===== src/rtl/nettlp_eth_rx_if.sv =====
// Ethernet RX stream and PCIE_TX FIFO write bundle for the NetTLP receive parser.
// Latency: none (wiring only).
// Backpressure: the RX stream has no tready; the FIFO side only reports prog_full.
interface nettlp_eth_rx_if;
  logic        eth_rx_tvalid;
  logic        eth_rx_tlast;
  logic [7:0]  eth_rx_tkeep;
  logic [63:0] eth_rx_tdata;
  logic        eth_rx_tuser;
  logic        fifo_prog_full;
  logic        fifo_wr_en;
  logic [77:0] fifo_din;

  // Environment side: MAC stream source and FIFO status.
  modport master (
    output eth_rx_tvalid, eth_rx_tlast, eth_rx_tkeep, eth_rx_tdata, eth_rx_tuser,
    output fifo_prog_full,
    input  fifo_wr_en, fifo_din
  );

  // Parser side.
  modport slave (
    input  eth_rx_tvalid, eth_rx_tlast, eth_rx_tkeep, eth_rx_tdata, eth_rx_tuser,
    input  fifo_prog_full,
    output fifo_wr_en, fifo_din
  );
endinterface


===== src/rtl/nettlp_eth_rx.sv =====
// NetTLP RX parser: checks Eth/IPv4/UDP/NetTLP headers, forwards TLP beats to PCIE_TX FIFO.
// Latency: 1 clk156 from payload beat to fifo_wr_en; hdr_* one cycle after first payload beat.
// Backpressure: none possible; frames are dropped if prog_full at qword0. NETTLP_RX_CSUM_EN adds IPv4 checksum check.
module nettlp_eth_rx #(
  parameter logic [15:0] UDP_PORT_BASE = 16'h3000,
  parameter logic [15:0] UDP_PORT_MASK = 16'hF000,
  parameter int unsigned CNT_W         = 32
) (
  input  logic             clk156,
  input  logic             eth_rst,
  input  logic [31:0]      local_ip,
  nettlp_eth_rx_if.slave   rx,
  output logic             hdr_valid,
  output logic [15:0]      hdr_seq,
  output logic [31:0]      hdr_tstamp,
  output logic [CNT_W-1:0] pkt_cnt,
  output logic [CNT_W-1:0] drop_cnt,
  output logic             err_overflow
);

  typedef enum logic [2:0] {
    S_H0, S_H1, S_H2, S_H3, S_H4, S_H5, S_PAYLOAD, S_DROP
  } state_t;

  // prog_full guarantees room for one maximum TLP beyond its threshold.
  localparam logic [5:0] TLP_MAX_BEATS = 6'd34;

  state_t           state_q, state_d;
  logic             bad_q, bad_d;
  logic             first_q, first_d;
  logic [15:0]      daddr0_q, daddr0_d;
  logic [15:0]      seq_lat_q, seq_lat_d;
  logic [31:0]      ts_lat_q, ts_lat_d;
  logic             wr_en_q, wr_en_d;
  logic [77:0]      din_q, din_d;
  logic             hdr_valid_q, hdr_valid_d;
  logic [15:0]      hdr_seq_q, hdr_seq_d;
  logic [31:0]      hdr_tstamp_q, hdr_tstamp_d;
  logic [CNT_W-1:0] pkt_cnt_q, pkt_cnt_d;
  logic [CNT_W-1:0] drop_cnt_q, drop_cnt_d;
  logic             ovf_q, ovf_d;
  logic [5:0]       room_q, room_d;

  logic [63:0]      beat_r;
  logic             chk_fail;
  logic             csum_bad;

  // Byte-reverse the beat so wire byte 0 sits in [63:56] (network order).
  always_comb begin
    beat_r = '0;
    for (int i = 0; i < 8; i++) begin
      beat_r[63-8*i -: 8] = rx.eth_rx_tdata[8*i +: 8];
    end
  end

`ifdef NETTLP_RX_CSUM_EN
  logic [15:0] csum_q, csum_d;
  logic [18:0] csum_raw;
  logic [16:0] csum_f1;
  logic [15:0] csum_f2;

  // One's-complement accumulation of the IPv4 header halfwords carried in qwords 1-4.
  always_comb begin
    csum_raw = {3'b0, csum_q};
    case (state_q)
      S_H1: csum_raw = {3'b0, csum_q} + {3'b0, beat_r[15:0]};
      S_H2, S_H3: csum_raw = {3'b0, csum_q} + {3'b0, beat_r[63:48]} + {3'b0, beat_r[47:32]}
                           + {3'b0, beat_r[31:16]} + {3'b0, beat_r[15:0]};
      S_H4: csum_raw = {3'b0, csum_q} + {3'b0, beat_r[63:48]};
      default: ;
    endcase
    csum_f1  = {1'b0, csum_raw[15:0]} + {14'b0, csum_raw[18:16]};
    csum_f2  = csum_f1[15:0] + {15'b0, csum_f1[16]};
    csum_d   = csum_q;
    if (rx.eth_rx_tvalid) begin
      csum_d = (state_q == S_H0) ? 16'h0000 : csum_f2;
    end
    csum_bad = (state_q == S_H4) && (csum_f2 != 16'hFFFF);
  end

  // Checksum accumulator register.
  always_ff @(posedge clk156 or posedge eth_rst) begin
    if (eth_rst) csum_q <= '0;
    else         csum_q <= csum_d;
  end
`else
  assign csum_bad = 1'b0;
`endif

  // Per-qword header checks on the byte-reversed beat.
  always_comb begin
    chk_fail = 1'b0;
    case (state_q)
      S_H1: chk_fail = (beat_r[31:16] != 16'h0800) || (beat_r[15:12] != 4'd4)
                    || (beat_r[11:8] != 4'd5);
      S_H2: chk_fail = (beat_r[7:0] != 8'h11) || (beat_r[29:16] != 14'd0);
      S_H4: chk_fail = ({daddr0_q, beat_r[63:48]} != local_ip)
                    || ((beat_r[31:16] & UDP_PORT_MASK) != UDP_PORT_BASE) || csum_bad;
      default: ;
    endcase
  end

  // Next-state, FIFO write, header export and statistics.
  always_comb begin
    state_d      = state_q;
    bad_d        = bad_q;
    first_d      = first_q;
    daddr0_d     = daddr0_q;
    seq_lat_d    = seq_lat_q;
    ts_lat_d     = ts_lat_q;
    wr_en_d      = 1'b0;
    din_d        = din_q;
    hdr_valid_d  = 1'b0;
    hdr_seq_d    = hdr_seq_q;
    hdr_tstamp_d = hdr_tstamp_q;
    pkt_cnt_d    = pkt_cnt_q;
    drop_cnt_d   = drop_cnt_q;
    ovf_d        = ovf_q;
    room_d       = rx.fifo_prog_full ? room_q : 6'd0;

    if (rx.eth_rx_tvalid) begin
      case (state_q)
        S_H0: begin
          bad_d = 1'b0;
          if (rx.eth_rx_tlast || rx.fifo_prog_full) drop_cnt_d = drop_cnt_q + CNT_W'(1);
          if (rx.eth_rx_tlast)        state_d = S_H0;
          else if (rx.fifo_prog_full) state_d = S_DROP;
          else                        state_d = S_H1;
        end
        S_H1, S_H2, S_H3, S_H4: begin
          bad_d = bad_q | chk_fail;
          if (state_q == S_H3) daddr0_d = beat_r[15:0];
          if (rx.eth_rx_tlast) begin
            drop_cnt_d = drop_cnt_q + CNT_W'(1);
            state_d    = S_H0;
          end else begin
            state_d = state_t'(state_q + 3'd1);
          end
        end
        S_H5: begin
          seq_lat_d = beat_r[47:32];
          ts_lat_d  = beat_r[31:0];
          if (rx.eth_rx_tlast || bad_q) drop_cnt_d = drop_cnt_q + CNT_W'(1);
          if (rx.eth_rx_tlast) state_d = S_H0;
          else if (bad_q)      state_d = S_DROP;
          else begin
            state_d = S_PAYLOAD;
            first_d = 1'b1;
          end
        end
        S_PAYLOAD: begin
          wr_en_d = 1'b1;
          din_d   = {1'b1, rx.eth_rx_tlast, rx.eth_rx_tkeep, rx.eth_rx_tdata,
                     rx.eth_rx_tuser & rx.eth_rx_tlast, 3'b000};
          if (first_q) begin
            hdr_valid_d  = 1'b1;
            hdr_seq_d    = seq_lat_q;
            hdr_tstamp_d = ts_lat_q;
            first_d      = 1'b0;
          end
          // Writes beyond the guaranteed headroom while prog_full is up overflow the FIFO.
          if (rx.fifo_prog_full) begin
            if (room_q == TLP_MAX_BEATS) ovf_d  = 1'b1;
            else                         room_d = room_q + 6'd1;
          end
          if (rx.eth_rx_tlast) begin
            if (rx.eth_rx_tuser) drop_cnt_d = drop_cnt_q + CNT_W'(1);
            else                 pkt_cnt_d  = pkt_cnt_q + CNT_W'(1);
            state_d = S_H0;
          end
        end
        S_DROP: begin
          if (rx.eth_rx_tlast) state_d = S_H0;
        end
        default: state_d = S_H0;
      endcase
    end
  end

  // State and output registers; reset clears everything, including mid-frame.
  always_ff @(posedge clk156 or posedge eth_rst) begin
    if (eth_rst) begin
      state_q      <= S_H0;
      bad_q        <= 1'b0;
      first_q      <= 1'b0;
      daddr0_q     <= '0;
      seq_lat_q    <= '0;
      ts_lat_q     <= '0;
      wr_en_q      <= 1'b0;
      din_q        <= '0;
      hdr_valid_q  <= 1'b0;
      hdr_seq_q    <= '0;
      hdr_tstamp_q <= '0;
      pkt_cnt_q    <= '0;
      drop_cnt_q   <= '0;
      ovf_q        <= 1'b0;
      room_q       <= '0;
    end else begin
      state_q      <= state_d;
      bad_q        <= bad_d;
      first_q      <= first_d;
      daddr0_q     <= daddr0_d;
      seq_lat_q    <= seq_lat_d;
      ts_lat_q     <= ts_lat_d;
      wr_en_q      <= wr_en_d;
      din_q        <= din_d;
      hdr_valid_q  <= hdr_valid_d;
      hdr_seq_q    <= hdr_seq_d;
      hdr_tstamp_q <= hdr_tstamp_d;
      pkt_cnt_q    <= pkt_cnt_d;
      drop_cnt_q   <= drop_cnt_d;
      ovf_q        <= ovf_d;
      room_q       <= room_d;
    end
  end

  assign rx.fifo_wr_en = wr_en_q;
  assign rx.fifo_din   = din_q;
  assign hdr_valid     = hdr_valid_q;
  assign hdr_seq       = hdr_seq_q;
  assign hdr_tstamp    = hdr_tstamp_q;
  assign pkt_cnt       = pkt_cnt_q;
  assign drop_cnt      = drop_cnt_q;
  assign err_overflow  = ovf_q;

endmodule


===== src/flat_wrapper.sv =====
// flat-port wrapper written by rule: the top's interface ports become plain ports
module nettlp_eth_rx_flat 
#(
  parameter logic [15:0] UDP_PORT_BASE = 16'h3000,
  parameter logic [15:0] UDP_PORT_MASK = 16'hF000,
  parameter int unsigned CNT_W         = 32
)
  (clk156, eth_rst, local_ip, hdr_valid, hdr_seq, hdr_tstamp, pkt_cnt, drop_cnt, err_overflow, rx_eth_rx_tvalid, rx_eth_rx_tlast, rx_eth_rx_tkeep, rx_eth_rx_tdata, rx_eth_rx_tuser, rx_fifo_prog_full, rx_fifo_wr_en, rx_fifo_din);
  nettlp_eth_rx_if rx_i ();
  input  logic clk156;
  input  logic eth_rst;
  input  logic [31:0] local_ip;
  output logic hdr_valid;
  output logic [15:0] hdr_seq;
  output logic [31:0] hdr_tstamp;
  output logic [CNT_W-1:0] pkt_cnt;
  output logic [CNT_W-1:0] drop_cnt;
  output logic err_overflow;
  input wire logic [$bits(rx_i.eth_rx_tvalid)-1:0] rx_eth_rx_tvalid;
  input wire logic [$bits(rx_i.eth_rx_tlast)-1:0] rx_eth_rx_tlast;
  input wire logic [$bits(rx_i.eth_rx_tkeep)-1:0] rx_eth_rx_tkeep;
  input wire logic [$bits(rx_i.eth_rx_tdata)-1:0] rx_eth_rx_tdata;
  input wire logic [$bits(rx_i.eth_rx_tuser)-1:0] rx_eth_rx_tuser;
  input wire logic [$bits(rx_i.fifo_prog_full)-1:0] rx_fifo_prog_full;
  output wire logic [$bits(rx_i.fifo_wr_en)-1:0] rx_fifo_wr_en;
  output wire logic [$bits(rx_i.fifo_din)-1:0] rx_fifo_din;
  assign rx_i.eth_rx_tvalid = rx_eth_rx_tvalid;
  assign rx_i.eth_rx_tlast = rx_eth_rx_tlast;
  assign rx_i.eth_rx_tkeep = rx_eth_rx_tkeep;
  assign rx_i.eth_rx_tdata = rx_eth_rx_tdata;
  assign rx_i.eth_rx_tuser = rx_eth_rx_tuser;
  assign rx_i.fifo_prog_full = rx_fifo_prog_full;
  assign rx_fifo_wr_en = rx_i.fifo_wr_en;
  assign rx_fifo_din = rx_i.fifo_din;
  nettlp_eth_rx #(.UDP_PORT_BASE(UDP_PORT_BASE), .UDP_PORT_MASK(UDP_PORT_MASK), .CNT_W(CNT_W)) u_core (.clk156(clk156), .eth_rst(eth_rst), .local_ip(local_ip), .rx(rx_i), .hdr_valid(hdr_valid), .hdr_seq(hdr_seq), .hdr_tstamp(hdr_tstamp), .pkt_cnt(pkt_cnt), .drop_cnt(drop_cnt), .err_overflow(err_overflow));
endmodule

===== config.mk =====
export PLATFORM = sky130hd
export DESIGN_NAME = nettlp_eth_rx_flat
export DESIGN_NICKNAME = d
export VERILOG_FILES = /design/src/rtl/nettlp_eth_rx_if.sv /design/src/rtl/nettlp_eth_rx.sv /design/src/flat_wrapper.sv
export SDC_FILE = /design/constraint.sdc
export NUM_CORES = 1
export LEC_CHECK = 0
export CAP_MARGIN = 20
export CORE_MARGIN = 3
export CORE_UTILIZATION = 52
export CTS_CLUSTER_DIAMETER = 50
export DETAILED_ROUTE_END_ITERATION = 16
export PLACE_DENSITY = 0.85
export SETUP_SLACK_MARGIN = 0.2
export SLEW_MARGIN = 5
export SYNTH_ARGS = -nofsm -noshare
export SYNTH_HDL_FRONTEND = slang
export SYNTH_SLANG_ARGS = --single-unit

===== constraint.sdc =====
create_clock -name clk156 -period 27.8 [get_ports clk156]
set_clock_uncertainty 0.1 [all_clocks]
set_input_delay 5.56 -clock clk156 [delete_from_list [all_inputs] [get_ports clk156]]
set_output_delay 5.56 -clock clk156 [all_outputs]
set_load 0.02 [all_outputs]

Word level (Yosys, flattened, before mapping)
Cells that the tools add are included.

operators by class
  add/sub/neg operators = 4
  equality and inequality tests = 22
  muxes and demuxes = 28
  bitwise gates (word level) = 3
  reductions and logical operators = 23

operator list
  cell                                                  count
  two-way mux 32 bit                                    5
  one-hot mux 32 bit (4 select lines)                   1
  adder 32 x 1 -> 32 bit (second input constant)        2
  != test 32 bit                                        1
  two-way mux 6 bit                                     5
  != test 16 x 12 -> 1 bit (second input constant)      1
  two-way mux 3 bit                                     5
  nonzero test 14 bit                                   1
  equality test 3 bit (second input constant)           4
  one-hot mux 3 bit (4 select lines)                    1
  AND reduction 4 bit                                   3
  != test 2 bit (second input constant)                 5
  two-way mux 1 bit                                     8
  != test 4 x 3 -> 1 bit (second input constant)        2
  != test 8 x 5 -> 1 bit (second input constant)        1
  AND reduction 2 bit                                   4
  AND reduction 7 bit                                   1
  adder 6 x 1 -> 6 bit (second input constant)          1
  equality test 3 x 2 -> 1 bit (second input constant)  2
  equality test 6 bit (second input constant)           1
  logical OR 1 bit                                      6
  != test 2 x 1 -> 1 bit (second input constant)        3
  AND reduction 3 bit                                   2
  != test 4 x 2 -> 1 bit (second input constant)        1
  other kinds (12)                                      14

word-level totals
  flip-flop bits (word level) = 265
  bits of input ports = 110
  output and inout bits = 193
  logic and storage cells = 95

Logic depth before layout (Yosys ltp)
  depth after elaboration = 6
  mapped depth = 10

Worst setup path before layout
Ideal clock, no wire load.

  kind = input port to flip-flop
  from = input port rx_eth_rx_tvalid
  to = register u_core.daddr0_q[0]
  arrival time = 6.931 ns
  path slack = 20.644 ns
  cell stages on the path = 5
  path buffers = 2
  cells stage by stage = clkbuf_1 nand2_1 nor2_1 clkbuf_1 mux2_2

between the ends
  cells in the longest elaborated chain, start to end = 1

RTL lines
  element                        line                  RTL
  start: declaration             flat_wrapper.sv:19    input wire logic [$bits(rx_i.eth_rx_tvalid)-1:0] rx_eth_rx_tvalid;
  AND reduction 3 bit (no line)  n/a
  end signal: assignment         nettlp_eth_rx.sv:202  daddr0_q <= daddr0_d;
  end: declaration               nettlp_eth_rx.sv:31   logic [15:0] daddr0_q, daddr0_d;

No other way between the ends.
A chain may end at the register's enable or synchronous reset.

Worst setup path after layout
  from = input port rx_eth_rx_tvalid
  to = register u_core.hdr_seq_q[15] (netlist: u_core.hdr_seq[15])

between the ends
  cells in the longest elaborated chain, start to end = 1

RTL lines
  element                        line                  RTL
  AND reduction 3 bit (no line)  n/a
  end signal: assignment         nettlp_eth_rx.sv:208  hdr_seq_q <= hdr_seq_d;
  end: declaration               nettlp_eth_rx.sv:37   logic [15:0] hdr_seq_q, hdr_seq_d;

No other way between the ends.

==> impl_metrics.toml <==
[finish]
fill_cells = 1476
syn2layout_area_growth_pct = 38.2
final_core_util = 0.736
nets = 1396
stdcell_area_mm2 = 0.0156
layout-drive-gt1-share = 0.150

[routing]
drc_errors = 0
wl_per_cell_um = 19.2
viasPerCell = 5.37
dr.pass1.iters = 5
vias = 8464
ant_nets = 0
drt_iter0_drc = 439
totalWireLength_mm = 30.2

[worst_hold_path]
min_path_type = "reg2reg"

[clocking]
cts_tree = "done"
post-cts-setup-buffers = 0
cts-resized-gates = 0
cts_htree_levels = 1
clk_pin_slew_ps = 60
hold_buffers = 0
clk_latency_ps = 530
cts_buffers = 30
clock_path_buffers = 3
numClockSinks = 265
cts-root-buf = "clkbuf_16"

[synth]
synth-main-ff-cell = "dfrtp_1"
synth-async-reset-ratio = 1.00
seq_area_frac_synth = 0.587
yosysUniqueCellTypes = 56
syn-cell-area_mm2 = 0.0113
yosys-top-cells-area = "dfrtp_1 59%, mux2_2 11%, nand2_1 8.3%"
ys_ff_latch = 265
synth_edf_count = 0
yosysTopAreaCellShare = 0.587
postSynthCellCount = 980
syn_area_per_cell_um2 = 11.5
synth-warning-count = 0
synth_top_cell_by_area = "dfrtp_1"

[sta]
slew_headroom = 0.345
fmaxAchievable_mhz = 121
finalSetupTns_ps = 0
rsz0062_at_grt = "false"
fin_crit_sh = 0.297
worst_pin_slew_ps = 983
maxSlewViolCount = 0
fin_crit_ps = 8250
setup_viol = 0
hold_viol = 0

[place]
finalWeightedCongestion = 0.808
port_buffers = 299
placed_area_mm2 = 0.0145
hpwl_mm = 20.9

[setup_path]
cp_data_arrival_time_ps = 8570
end_kind = "flip-flop"
critPathBufInv = 4
path_cells = "clkdlybuf4s50_1 -> nand3_4 -> inv_2 -> buf_4 -> nand2_2 -> buf_4 -> mux2_2"
critPathMaxFanout = 50
path_class = "in2reg"
cpPeakStageDelay_ps = 760
cpMaxStageDelayCell = "clkdlybuf4s50_1"
start_kind = "input port"
crit_top_cell = "buf_4"
crit_family = "buffers and inverters"
cp_data_required_time_ps = 28110

[grt]
antenna_found_initial = 1
overflow = 0
grt_pass1_wl_mm = 48.7
grt_use_total = 0.253
grt_max_degree = 118
grt_pass1_vias = 9051

[run_status]
outcome = "finished, final reports clean"

[run]
maxCapViolCount = 0

[floorplan]
die_y_um = 153
die_area_mm2 = 0.0235
rows = 53
coreArea_mm2 = 0.0212
fp.dieW_um = 153
num_io_pins = 303
initial_core_util = 0.533

[power]
p_total_mw = 1.49
ir_drop_v = 0.0000653
power_density_mw_per_mm2 = 95.3
leakagePower_nw = 7.12
-- layout make-up --
type / instances / area, um2 / area share
Multi-Input combinational cell: 661 / 4460 / 0.285
Inverter: 13 / 56.3 / 0.00360
Sequential cell: 265 / 6630 / 0.424
Antenna cell: 1 / 2.50 / 0.000160
Clock buffer: 43 / 881 / 0.0564
Clock inverter: 13 / 203 / 0.0130
Timing Repair Buffer: 306 / 3050 / 0.195
Tap cell: 275 / 344 / 0.0220
-- Yosys cell counts (all sizes together) (2+ instances only) --
cell	number
and3	7
o21ai	8
or3b	2
nor3	17
nand2b	2
a31oi	5
nor4	17
a21oi	2
mux2	114
nor4bb	2
clkbuf	21
xnor2	44
or2	2
dfrtp	265
o41ai	2
nand4	21
ha	9
xor2	55
inv	12
and2	9
nor2b	2
nand2	251
nand3	32
buf	22
and4	8
nor3b	2
or3	5
nor4b	7
nor2	18
-- sequential cells by signal, indices dropped and copies added (netlist names), 3 cells and up --
| register | count |
|---|---|
| u_core.daddr0_q | 16 |
| u_core.drop_cnt | 32 |
| u_core.hdr_seq | 16 |
| u_core.hdr_tstamp | 32 |
| u_core.pkt_cnt | 32 |
| u_core.room_q | 6 |
| u_core.rx.fifo_din | 75 |
| u_core.seq_lat_q | 16 |
| u_core.state_q | 3 |
| u_core.ts_lat_q | 32 |
-- final timing paths --
kind                       slack [ps]                      to                 from  cells after the start
min in group asynchronous        5460  u_core.rx.fifo_din[31]              eth_rst                      2
hold / removal                    370     u_core.err_overflow  u_core.err_overflow                      1
hold reg to reg                   370     u_core.err_overflow  u_core.err_overflow                      1
setup / recovery                19550      u_core.hdr_seq[15]     rx_eth_rx_tvalid                      7
setup reg to reg                24390      u_core.hdr_seq[15]    u_core.state_q[0]                      8
max in group asynchronous       20560        u_core.room_q[3]              eth_rst                      3
-- layer usage --
metal / global-route usage / routed length (um)
met5: 0 / 0
met1: 0.322 / 12200
met2: 0.442 / 15400
met3: 0.0524 / 1930
met4: 0.0681 / 675
-- stage by stage --
stage | worst slack (ps) | hold WS [ps] | cells
after global routing | 19420 | 393 | 1577
after global placement | 19160 | 348 | 1520
after CTS | 19590 | 373 | 1576
final | 19550 | 371 | 1577
after floorplan | 14840 | 375 | 982
after detailed placement | 19050 | 357 | 1520
-- logic make-up after synthesis --
family,synth area share
mux,0.114
compound gates,0.0170
simple gates,0.174
xor+xnor,0.0767
buf+inv,0.0213
other cells,0.000332
flops,0.587
fa+ha+maj,0.00996
-- cells in the final DEF, fill, tap and decap left out, drive strengths merged, types with 3 or more instances in the layout --
cell | Yosys | layout
clkdlybuf4s50 | 0 | 299
dfrtp | 265 | 265
nand2 | 251 | 251
mux2 | 114 | 114
xor2 | 55 | 55
xnor2 | 44 | 44
clkbuf | 21 | 43
nand3 | 32 | 32
nand4 | 21 | 21
nor2 | 18 | 18
nor3 | 17 | 17
nor4 | 17 | 17
inv | 12 | 14
and2 | 9 | 9
ha | 9 | 9
o21ai | 8 | 8
and4 | 8 | 8
and3 | 7 | 7
buf | 22 | 7
nor4b | 7 | 7
a31oi | 5 | 5
or3 | 5 | 5
bufinv | 0 | 5
clkinv | 1 | 5
conb | 1 | 3
-- where the power goes --
part	internal (mW)	leakage, nW	switching, mW
logic	0.231	3.18	0.254
registers	0.503	3.41	0.0776
clock network	0.267	0.527	0.156
(Power assumes the default switching activity.)
